==> src/rtl/apb_field_bank.sv <==
// apb_field_bank: APB4 bank of N_REGS single-field registers, each with an
// elaboration-time hardware access mode (RW, RW_HWWE, RW_HWWEL, W1C_STICKY).
// Build macro APB_FIELD_BANK_SLVERR_EN: out-of-range accesses return PSLVERR=1.
module apb_field_bank #(
    parameter int unsigned               G_ADDR_WIDTH = 6,
    parameter int unsigned               N_REGS       = 8,
    parameter int unsigned               FIELD_W      = 8,
    parameter logic [2*N_REGS-1:0]       MODE         = '0,
    parameter logic [N_REGS*FIELD_W-1:0] RESET_VAL    = '0
) (
    input  logic                        clk,
    input  logic                        rst,
    input  logic                        s_apb_psel,
    input  logic                        s_apb_penable,
    input  logic                        s_apb_pwrite,
    input  logic [2:0]                  s_apb_pprot,
    input  logic [G_ADDR_WIDTH-1:0]     s_apb_paddr,
    input  logic [31:0]                 s_apb_pwdata,
    input  logic [3:0]                  s_apb_pstrb,
    output logic                        s_apb_pready,
    output logic [31:0]                 s_apb_prdata,
    output logic                        s_apb_pslverr,
    input  logic [N_REGS*FIELD_W-1:0]   hwif_in_next,
    input  logic [N_REGS-1:0]           hwif_in_we,
    output logic [N_REGS*FIELD_W-1:0]   hwif_out_value,
    output logic                        irq
);

    localparam int unsigned IDX_W   = G_ADDR_WIDTH - 2;
    localparam logic [1:0]  M_RW    = 2'd0;
    localparam logic [1:0]  M_HWWE  = 2'd1;
    localparam logic [1:0]  M_HWWEL = 2'd2;

    typedef enum logic {ST_IDLE, ST_ACK} state_t;

    state_t               state_q, state_d;
    logic [FIELD_W-1:0]   val_q [N_REGS];
    logic [FIELD_W-1:0]   val_d [N_REGS];
    logic                 pready_q, pready_d;
    logic [31:0]          prdata_q, prdata_d;
    logic                 pslverr_q, pslverr_d;
    logic                 irq_q, irq_d;

    logic [IDX_W-1:0]     idx;
    logic                 in_range;
    logic                 access;
    logic                 sw_wr;
    logic [FIELD_W-1:0]   wr_mask;
    logic [FIELD_W-1:0]   wr_data;
    logic [FIELD_W-1:0]   rd_field;

    // Address decode, byte-lane mask and read mux
    always_comb begin
        idx      = s_apb_paddr[G_ADDR_WIDTH-1:2];
        in_range = (32'(idx) < N_REGS);
        access   = (state_q == ST_IDLE) && s_apb_psel && s_apb_penable;
        sw_wr    = access && s_apb_pwrite && in_range;
        wr_data  = s_apb_pwdata[FIELD_W-1:0];
        wr_mask  = '0;
        for (int unsigned b = 0; b < FIELD_W; b++) begin
            wr_mask[b] = s_apb_pstrb[2'(b >> 3)];
        end
        rd_field = '0;
        for (int unsigned i = 0; i < N_REGS; i++) begin
            if (in_range && (32'(idx) == i)) begin
                rd_field = val_q[i];
            end
        end
    end

    // Per-register next value: hardware load or sticky set takes precedence
    always_comb begin : reg_next
        logic               hit;
        logic [FIELD_W-1:0] hw_next;
        logic [FIELD_W-1:0] sw_val;
        logic [FIELD_W-1:0] clr;
        logic [FIELD_W-1:0] set;
        hit     = 1'b0;
        hw_next = '0;
        sw_val  = '0;
        clr     = '0;
        set     = '0;
        for (int unsigned i = 0; i < N_REGS; i++) begin
            hit      = sw_wr && (32'(idx) == i);
            hw_next  = hwif_in_next[i*FIELD_W +: FIELD_W];
            sw_val   = (val_q[i] & ~wr_mask) | (wr_data & wr_mask);
            val_d[i] = val_q[i];
            case (MODE[2*i +: 2])
                M_RW: begin
                    if (hit) val_d[i] = sw_val;
                end
                M_HWWE: begin
                    if (hwif_in_we[i])  val_d[i] = hw_next;
                    else if (hit)       val_d[i] = sw_val;
                end
                M_HWWEL: begin
                    if (!hwif_in_we[i]) val_d[i] = hw_next;
                    else if (hit)       val_d[i] = sw_val;
                end
                default: begin
                    clr      = hit ? (wr_data & wr_mask) : '0;
                    set      = hwif_in_we[i] ? hw_next : '0;
                    val_d[i] = (val_q[i] & ~clr) | set;
                end
            endcase
        end
    end

    // Control FSM and registered APB response
    always_comb begin
        state_d   = state_q;
        pready_d  = 1'b0;
        prdata_d  = '0;
        pslverr_d = 1'b0;
        case (state_q)
            ST_IDLE: begin
                if (access) begin
                    state_d  = ST_ACK;
                    pready_d = 1'b1;
                    if (!s_apb_pwrite) prdata_d = 32'(rd_field);
`ifdef APB_FIELD_BANK_SLVERR_EN
                    pslverr_d = !in_range;
`endif
                end
            end
            ST_ACK:  state_d = ST_IDLE;
            default: state_d = ST_IDLE;
        endcase
    end

    // Interrupt: any set bit in any sticky register, delayed one cycle
    always_comb begin
        irq_d = 1'b0;
        for (int unsigned i = 0; i < N_REGS; i++) begin
            if (MODE[2*i +: 2] == 2'd3) irq_d = irq_d | (|val_q[i]);
        end
    end

    // State and value registers with synchronous active-low reset
    always_ff @(posedge clk) begin
        if (!rst) begin
            state_q   <= ST_IDLE;
            pready_q  <= 1'b0;
            prdata_q  <= '0;
            pslverr_q <= 1'b0;
            irq_q     <= 1'b0;
            for (int unsigned i = 0; i < N_REGS; i++) begin
                val_q[i] <= RESET_VAL[i*FIELD_W +: FIELD_W];
            end
        end else begin
            state_q   <= state_d;
            pready_q  <= pready_d;
            prdata_q  <= prdata_d;
            pslverr_q <= pslverr_d;
            irq_q     <= irq_d;
            for (int unsigned i = 0; i < N_REGS; i++) begin
                val_q[i] <= val_d[i];
            end
        end
    end

    for (genvar g = 0; g < N_REGS; g++) begin : g_out
        assign hwif_out_value[g*FIELD_W +: FIELD_W] = val_q[g];
    end

    assign s_apb_pready  = pready_q;
    assign s_apb_prdata  = prdata_q;
    assign s_apb_pslverr = pslverr_q;
    assign irq           = irq_q;

    // Protection bits, address byte offset and upper data lanes carry no meaning here
    logic unused_ok;
    assign unused_ok = ^{s_apb_pprot, s_apb_paddr[1:0], s_apb_pwdata, s_apb_pstrb,
                         hwif_in_next, hwif_in_we};

endmodule
==> config.mk <==
export PLATFORM = sky130hd
export DESIGN_NAME = apb_field_bank
export DESIGN_NICKNAME = d
export VERILOG_FILES = /design/src/rtl/apb_field_bank.sv
export SDC_FILE = /design/constraint.sdc
export NUM_CORES = 1
export LEC_CHECK = 0
export CORE_AREA = 10 10 95 117
export CTS_CLUSTER_DIAMETER = 120
export DETAILED_ROUTE_END_ITERATION = 16
export DIE_AREA = 0 0 105 127
export PLACE_DENSITY_LB_ADDON = 0.12
export RECOVER_POWER = 100
export SLEW_MARGIN = 25
export SYNTH_ARGS = -nofsm -noshare
export SYNTH_HDL_FRONTEND = slang
export SYNTH_SLANG_ARGS = --single-unit
==> constraint.sdc <==
create_clock -name clk -period 4.8 [get_ports clk]
set_clock_uncertainty 0.15 [all_clocks]
set_input_delay 1.44 -clock clk [delete_from_list [all_inputs] [get_ports clk]]
set_output_delay 1.44 -clock clk [all_outputs]
set_load 0.02 [all_outputs]
# [Word-level counts from Yosys, hierarchy flattened]
# Memories as Yosys holds them, arrays and structs flattened.
# Cells that the tools add are included.
[word_totals] register_bits=34 latchBits=0 mem_bits_rw=64 romBits=0 out_inout_bits=99 wordCells=94 mem_count=1
[classes] addsub=0 multipliers=0 n_div=0 n_lt_le_gt_ge=1 eq_ne=7 shift=0 mux=28 bitwise_logic=29 reduce_logical=24
[mem_list] memory="val_q" words=8 word_bits=8 read_ports=8 rd_ports_with_merged_regs=0 wr=8 line_no="37" source="logic [FIELD_W-1:0] val_q [N_REGS];"
[ops] op="$mux W8" count=24
[ops] op="$and A8 B8 Y8" count=9
[ops] op="$or A8 B8 Y8" count=8
[ops] op="$logic_and A1 B1 Y1" count=20
[ops] op="$eq A4 B3 Y1 const B" count=4
[ops] op="$eq A4 B2 Y1 const B" count=2
[ops] op="$not A8 Y8" count=1
[ops] op="$or A1 B1 Y1" count=8
[ops] op="$eq A4 B1 Y1 const B" count=1
[ops] op="$logic_not A4 Y1" count=1
[ops] op="$lt A4 B4 Y1 const B" count=1
[ops] op="$reduce_or A4 Y1" count=1
[ops] op="$mux W1" count=3
[ops] op="$not A1 Y1" count=3
[ops] op="$reduce_or A3 Y1" count=1
[ops] op="$pmux W1 S2" count=1
[ops] op="$reduce_or A2 Y1" count=1

# [Longest topological paths before layout]
# Gate-level depths: netlist of the first run.
[depth] ltp_word=10 ltp_mapped=7

# [Least setup slack after synthesis of the first run]
# Ideal clock, no wire load.
[synth_timing] path_kind="input to register" from="input port s_apb_paddr[5]" to="register (tool-made name)" setup_ps=122 arrival_ps=2453 required_ps=4528 path_slack_ps=2075 cell_stages=6 n_path_buf=2 cell_sequence="buf_4 > and4b_2 > nand3_2 > buf_2 > nand3_1 > o21ai_1"
[synth_rtl] item="from (decl)" line_no="17" source="input logic [G_ADDR_WIDTH-1:0] s_apb_paddr,"

# [Worst setup path in the final report of the first run]
[layout_timing] from="input port s_apb_paddr[3]" to="register prdata_q[7] (netlist: s_apb_prdata[7])"
[layout_via] elab_chain_len=10 word_cells_on_any_way=25 cone_classes="1 x order compare; 7 x eq/ne; 8 x mux; 9 x reduce/logical"
[layout_lines] item="$lt A4 B4 Y1 / $logic_not A4 Y1 (equally long branches)" line_no="55, 65"
[layout_lines] item="$logic_and A1 B1 Y1" line_no="65" source="if (in_range && (32'(idx) == i)) begin"
[layout_lines] item="$mux W8 (7 in a row)" line_no="65"
[layout_lines] item="$mux W8 (*)" line_no="65"
[layout_lines] item="to (signal assigned)" line_no="153" source="prdata_q <= prdata_d;"
[layout_lines] item="to (decl)" line_no="40" source="logic [31:0] prdata_q, prdata_d;"
# Mark *: on every way between the ends. The rest lies on a longest branch, timed or not.
# A chain may end at the register's enable or synchronous reset.

==> impl_metrics.py, run 1 <==
metrics = {
    "sta": {
        "tightest_slew_ns": 0.820,
        "slew_violations": 0,
        "fin_crit_sh": 0.791,
        "tns_ns": 0,
        "grt_setup_unrepaired": "no",
        "slew_headroom": 0.449,
        "layout_setup_ws_ns": 1.01,
        "finalSetupViolations": 0,
        "hold_viol": 0,
        "period_minus_slack_ns": 3.79,
        "fmax_mhz": 264,
    },
    "critical_path": {
        "crit_fanout": 16,
        "worst_path_max_delay_cell": "dlygate4sd3_1",
        "reg2regPathDepth": 4,
        "cp_cell_sequence": "dlygate4sd3_1, nand2b_1, nor3_1, a221oi_1, a221oi_1",
        "cp-startpoint": "s_apb_paddr[3]",
        "end_kind": "flop",
        "crit_type": "primary input to flop",
        "r2r_start": "state_q",
        "r2r_slack_ns": 2.81,
        "max_stage_delay_ns": 1.01,
        "endpoint": "s_apb_prdata[7]",
        "cpMostUsedCell": "a221oi_1",
        "cp-start-kind": "primary input",
        "required_ns": 4.87,
        "worst_ep_arrival_time_ns": 3.86,
    },
    "synth": {
        "avgSynthCellArea_um2": 9.42,
        "netlist_instances": 357,
        "synthMuxAreaShare": 0.0469,
        "synth_edf_count": 0,
        "synth_top_flop_cell": "dfxtp_1",
        "synthAdderAreaFrac": 0,
        "synth_top_family_by_area": "simple AND/OR/NAND/NOR gates",
        "synth_xor_area_frac": 0,
        "ys_ff_latch": 73,
        "yosysSeqAreaShare": 0.434,
        "async_reset_ff_frac": 0,
        "ys_warn_count": 0,
        "synthSimpleGateAreaFrac": 0.230,
        "synth-compound-area-share": 0.177,
        "syn_area_mm2": 0.00336,
        "synth_cell_type_count": 46,
    },
    "routing": {
        "vias_per_cell": 5.09,
        "vias": 2855,
        "wl_per_cell_um": 19.0,
        "wl_mm": 10.7,
        "route.antenna.remaining_nets": 0,
        "first_pass_iters": 4,
        "remaining_drc_errors": 0,
        "drtIter0Drc": 154,
    },
    "clock_tree": {
        "h-tree-depth": 3,
        "insertion_delay_ns": 0.33,
        "cts_setup_buffers": 0,
        "path_clk_slew_ns": 0.05,
        "cts_sinks": 73,
        "clock_path_buffers": 2,
        "ctsHoldBuffers": 0,
        "clockRootBuffer": "clkbuf_16",
        "cts_buffers": 9,
        "cts_tree": "built",
        "post_cts_resized": 0,
    },
    "global_routing": {
        "grt_pass1_vias": 2878,
        "grt_antenna_before_repair": 1,
        "grt_max_degree": 39,
        "grt_pass1_wl_mm": 16.4,
        "track_usage": 0.156,
        "overflow": 0,
    },
    "placement": {
        "gp_congestion": 0.838,
        "place_area_mm2": 0.00418,
        "pre_cts_ws_ns": 1.05,
        "hpwl_mm": 7.92,
        "port_buffers": 90,
    },
    "power_and_ir_drop": {
        "power_density_mw_per_mm2": 303,
        "vdd_drop_max_mv": 0.168,
        "finalPower_mw": 1.31,
        "power_leakage_nw": 1.76,
    },
    "final_layout": {
        "nets": 556,
        "drive_gt1_frac": 0.0664,
        "area_delta_synth_final_pct": 28.3,
        "design_area_mm2": 0.00432,
        "utilization": 0.481,
    },
    "floorplan": {
        "start_util": 0.375,
        "num_rows": 39,
        "num_io_pins": 221,
        "core_mm2": 0.00898,
        "dieArea_mm2": 0.0133,
        "die_w_um": 105,
        "die_h_um": 127,
    },
    "run": {
        "cap_violations": 0,
    },
    "min_path": {
        "hp-class": "flop to flop",
    },
    "run_status": {
        "outcome": "finished, final reports clean",
    },
}
[per-layer routing]
metal | GRT usage | vias up | part of all wire
met1 | 0.185 | 1325 | 0.41
met3 | 0.0453 | 12 | 0.082
met4 | 0.0591 | 0 | 0.018
met2 | 0.260 | 112 | 0.48
met5 | 0 | - | 0
li1 | - | 1406 | -
[cell usage in the layout (no fill, tap or decap), drive strengths merged]
master / Yosys / layout
a211oi: 1 / 1
a21o: 4 / 4
a221oi: 8 / 8
a22oi: 6 / 6
a31oi: 4 / 4
a32oi: 7 / 7
and2: 1 / 1
and2b: 1 / 1
and3b: 3 / 3
and4b: 2 / 2
and4bb: 1 / 1
buf: 52 / 5
clkbuf: 2 / 15
clkdlybuf4s50: 0 / 13
conb: 1 / 26
dfxtp: 73 / 73
diode: 0 / 1
dlygate4sd3: 0 / 76
inv: 1 / 1
mux2: 6 / 6
mux2i: 9 / 9
nand2: 12 / 12
nand2b: 3 / 3
nand3: 70 / 70
nand4: 2 / 2
nor2: 6 / 6
nor3: 4 / 4
nor3b: 2 / 2
nor4b: 2 / 2
o21ai: 65 / 65
o31ai: 1 / 1
or2: 7 / 7
or3: 1 / 1
[cells in the mapped netlist, types with 2 or more instances]
| library cell | instances | share of area |
|---|---|---|
| or2_1 | 2 | 0.0037 |
| dfxtp_1 | 73 | 0.43 |
| a31oi_1 | 4 | 0.0074 |
| buf_4 | 31 | 0.069 |
| nor3_1 | 2 | 0.0030 |
| mux2_2 | 5 | 0.017 |
| nand2b_1 | 3 | 0.0056 |
| buf_2 | 12 | 0.018 |
| a221oi_1 | 4 | 0.010 |
| a32oi_1 | 7 | 0.018 |
| nand3_4 | 4 | 0.021 |
| nand3_2 | 2 | 0.0060 |
| buf_6 | 2 | 0.0067 |
| buf_1 | 6 | 0.0067 |
| mux2i_1 | 9 | 0.027 |
| o21ai_1 | 51 | 0.076 |
| a21o_1 | 4 | 0.0089 |
| nor2_1 | 6 | 0.0067 |
| or2_0 | 5 | 0.0093 |
| and3b_1 | 3 | 0.0078 |
| o21ai_0 | 14 | 0.021 |
| nand3_1 | 64 | 0.095 |
| nand4_4 | 2 | 0.013 |
| a22oi_1 | 6 | 0.013 |
| a221oi_2 | 4 | 0.018 |
| nand2_1 | 12 | 0.013 |
[worst max-delay path: cells and delay by family]
family | cells | cell delay (ns)
AOI/OAI and AO/OA | 2 | 0.58
buffers and inverters | 1 | 1.01
and+or+nand+nor | 2 | 0.81
[kinds of logic (layout without fill, tap and decap cells)]
group,Yosys count,count (layout)
AO/OA/AOI/OAI,96,96
buffers and inverters,55,110
flip-flops,73,73
multiplexers,15,15
other,1,27
AND/OR/NAND/NOR,117,117
[where the power goes]
part / switching, mW / internal [mW]
combinational: 0.0687 / 0.0262
clock: 0.233 / 0.373
sequential: 0.000801 / 0.607
total: 0.303 / 1.01
[stage by stage]
| step | instances | hold WS (ns) |
|---|---|---|
| floorplan | 382 | 0.399 |
| global placement | 546 | 0.315 |
| detailed placement | 546 | 0.319 |
| CTS | 560 | 0.326 |
| global route | 561 | 0.348 |
| finish | 561 | 0.328 |
[worst min-delay path by stage]
| stage | from | endpoint | cells past startpoint | slack [ns] |
|---|---|---|---|---|
| floorplan | flop | flop | 2 | 0.40 |
| global placement | flop | flop | 2 | 0.32 |
| detailed placement | flop | flop | 2 | 0.32 |
| CTS | flop | flop | 2 | 0.33 |
| global route | flop | flop | 2 | 0.35 |
| finish | flop | flop | 2 | 0.33 |
[final cells by class]
type                            instances  area [um2]
Fill cell                             907        4660
Inverter                                1        3.75
Antenna cell                            1        2.50
Sequential cell                        73        1460
Timing Repair Buffer                   95         930
Tap cell                              123         154
Clock buffer                           14         264
Multi-Input combinational cell        254        1500
Note: power is estimated with default switching activity, not from simulation.
==> run 2, diff against run 1 <==
--- a/config.mk
+++ b/config.mk
@@ -5,10 +5,10 @@
 export SDC_FILE = /design/constraint.sdc
 export NUM_CORES = 1
 export LEC_CHECK = 0
-export CORE_AREA = 10 10 95 117
+export CORE_AREA = 10 10 102 126
 export CTS_CLUSTER_DIAMETER = 120
 export DETAILED_ROUTE_END_ITERATION = 16
-export DIE_AREA = 0 0 105 127
+export DIE_AREA = 0 0 112 136
 export PLACE_DENSITY_LB_ADDON = 0.12
 export RECOVER_POWER = 100
 export SLEW_MARGIN = 25
==> constraint.sdc (replaced) <==
create_clock -name clk -period 3.1 [get_ports clk]
set_clock_uncertainty 0.15 [all_clocks]
set_input_delay 0.93 -clock clk [delete_from_list [all_inputs] [get_ports clk]]
set_output_delay 0.93 -clock clk [all_outputs]
set_load 0.02 [all_outputs]
==> impl_metrics.py, run 2 (synthesized netlist as in run 1, its figures left out) <==
metrics = {
    "run_status": {
        "outcome": "finished, final reports clean",
    },
    "routing": {
        "route.antenna.remaining_nets": 0,
        "remaining_drc_errors": 0,
        "wl_per_cell_um": 19.2,
        "first_pass_iters": 4,
        "wl_mm": 11.1,
        "drtIter0Drc": 149,
        "vias_per_cell": 4.93,
        "vias": 2856,
    },
    "final_layout": {
        "multiInputGateArea_mm2": 0.00157,
        "mostFrequentLayoutCell": "dlygate4sd3_1",
        "n_antenna_cell": 0,
        "area_delta_synth_final_pct": 35.4,
        "register_area_mm2": 0.00146,
        "fillers": 1061,
        "drive_gt1_frac": 0.101,
        "final_cell_mix": "74 x dlygate4sd3_1, 73 x dfxtp_1, 68 x nand3_1",
        "nets": 564,
    },
    "clock_tree": {
        "cts_buffers": 9,
        "clockRootBuffer": "clkbuf_16",
        "path_clk_slew_ns": 0.05,
        "post_cts_resized": 0,
        "cts_setup_buffers": 0,
        "clock_path_buffers": 2,
        "h-tree-depth": 3,
        "cts_sinks": 73,
        "ctsHoldBuffers": 0,
        "insertion_delay_ns": 0.33,
        "cts_tree": "built",
    },
    "critical_path": {
        "r2r_slack_ns": 1.25,
        "crit_family": "simple AND/OR/NAND/NOR gates",
        "crit_buf_inv": 2,
        "cpMostUsedCell": "nand3_1",
        "max_stage_delay_ns": 0.54,
        "cp_cell_sequence": "clkdlybuf4s50_1, buf_12, and4b_1, nand3_1, nand3_1, o21ai_0",
        "cp-start-kind": "primary input",
        "end_kind": "flop",
        "required_ns": 3.15,
        "crit_type": "primary input to flop",
        "worst_ep_arrival_time_ns": 2.82,
        "worst_path_max_delay_cell": "clkdlybuf4s50_1",
        "crit_fanout": 16,
    },
    "power_and_ir_drop": {
        "comb_power_share": 0.075,
        "clkPwrFrac": 0.506,
        "finalPower_mw": 2.24,
        "internal_power_mw": 1.74,
        "p_sw_mw": 0.501,
        "power_density_mw_per_mm2": 493,
        "switching_share": 0.223,
        "vdd_drop_max_mv": 0.291,
        "power_leakage_nw": 1.86,
        "seqPwrFrac": 0.419,
    },
    "sta": {
        "tns_ns": 0,
        "finalSetupViolations": 0,
        "fmax_mhz": 361,
        "hold_viol": 0,
        "fin_crit_sh": 0.893,
        "tightest_slew_ns": 0.647,
        "slew_violations": 0,
        "grt_setup_unrepaired": "no",
        "slew_headroom": 0.563,
        "period_minus_slack_ns": 2.77,
    },
    "min_path": {
        "hp-class": "flop to flop",
    },
    "floorplan": {
        "core_mm2": 0.0105,
        "die_h_um": 136,
        "dieArea_mm2": 0.0152,
        "num_io_pins": 221,
        "start_util": 0.322,
        "num_rows": 42,
        "die_w_um": 112,
    },
    "placement": {
        "port_buffers": 90,
        "hpwl_mm": 8.40,
        "gp_congestion": 0.820,
    },
    "global_routing": {
        "grt_max_degree": 57,
        "overflow": 0,
        "grt_antenna_before_repair": 0,
        "track_usage": 0.145,
        "grt_pass1_wl_mm": 17.0,
        "grt_pass1_vias": 2873,
    },
    "run": {
        "cap_violations": 0,
    },
}
-- run 2: area by class of cell --
| type | instances | area share |
|---|---|---|
| Multi-Input combinational cell | 254 | 0.345 |
| Clock buffer | 14 | 0.0580 |
| Timing Repair Buffer | 103 | 0.226 |
| Inverter | 1 | 0.000824 |
| Sequential cell | 73 | 0.321 |
| Tap cell | 132 | 0.0363 |
| Clock inverter | 2 | 0.0132 |
-- run 2: worst min-delay path, stage by stage, from the launching register on --
cell     delay (ns)
dfxtp_1        0.31
nand3_1        0.06
o21ai_1        0.05
-- run 2: per-layer routing --
layer / global-route usage / vias up / wire length [um]
li1: - / 1423 / -
met1: 0.169 / 1336 / 4580
met2: 0.243 / 86 / 5590
met3: 0.0419 / 11 / 732
met4: 0.0621 / 0 / 197
met5: 0 / - / 0
-- run 2: worst paths after layout --
path / depth (start not counted) / to / from
worst max-delay path: 6 / flop / s_apb_paddr[2]
worst min-delay path: 2 / flop / flop
worst max register to register: 5 / flop / state_q
worst min register to register: 2 / flop / flop
-- run 2: power by group through the flow --
| stage | Combinational, mW | Clock [mW] | Sequential, mW |
|---|---|---|---|
| 2_1_floorplan | 0.135 | 0 | 0.964 |
| 3_3_place_gp | 0.172 | 0 | 0.962 |
| 3_5_place_dp | 0.172 | 0 | 0.962 |
| 4_1_cts | 0.173 | 1.15 | 0.941 |
| 5_1_grt | 0.181 | 1.20 | 0.941 |
| 6_report | 0.168 | 1.14 | 0.941 |
-- run 2: metrics by stage --
| step | instances | setup WS (ns) | util | hold slack, ns | cell area, um2 |
|---|---|---|---|---|---|
| after floorplan | 382 | 0.885 | - | 0.399 | 3460 |
| after global placement | 563 | 0.176 | 0.410 | 0.312 | 4290 |
| after detailed placement | 563 | 0.152 | 0.410 | 0.319 | 4290 |
| after CTS | 579 | 0.479 | 0.441 | 0.327 | 4610 |
| after global routing | 579 | 0.190 | 0.436 | 0.348 | 4560 |
| final | 579 | 0.332 | 0.436 | 0.329 | 4560 |
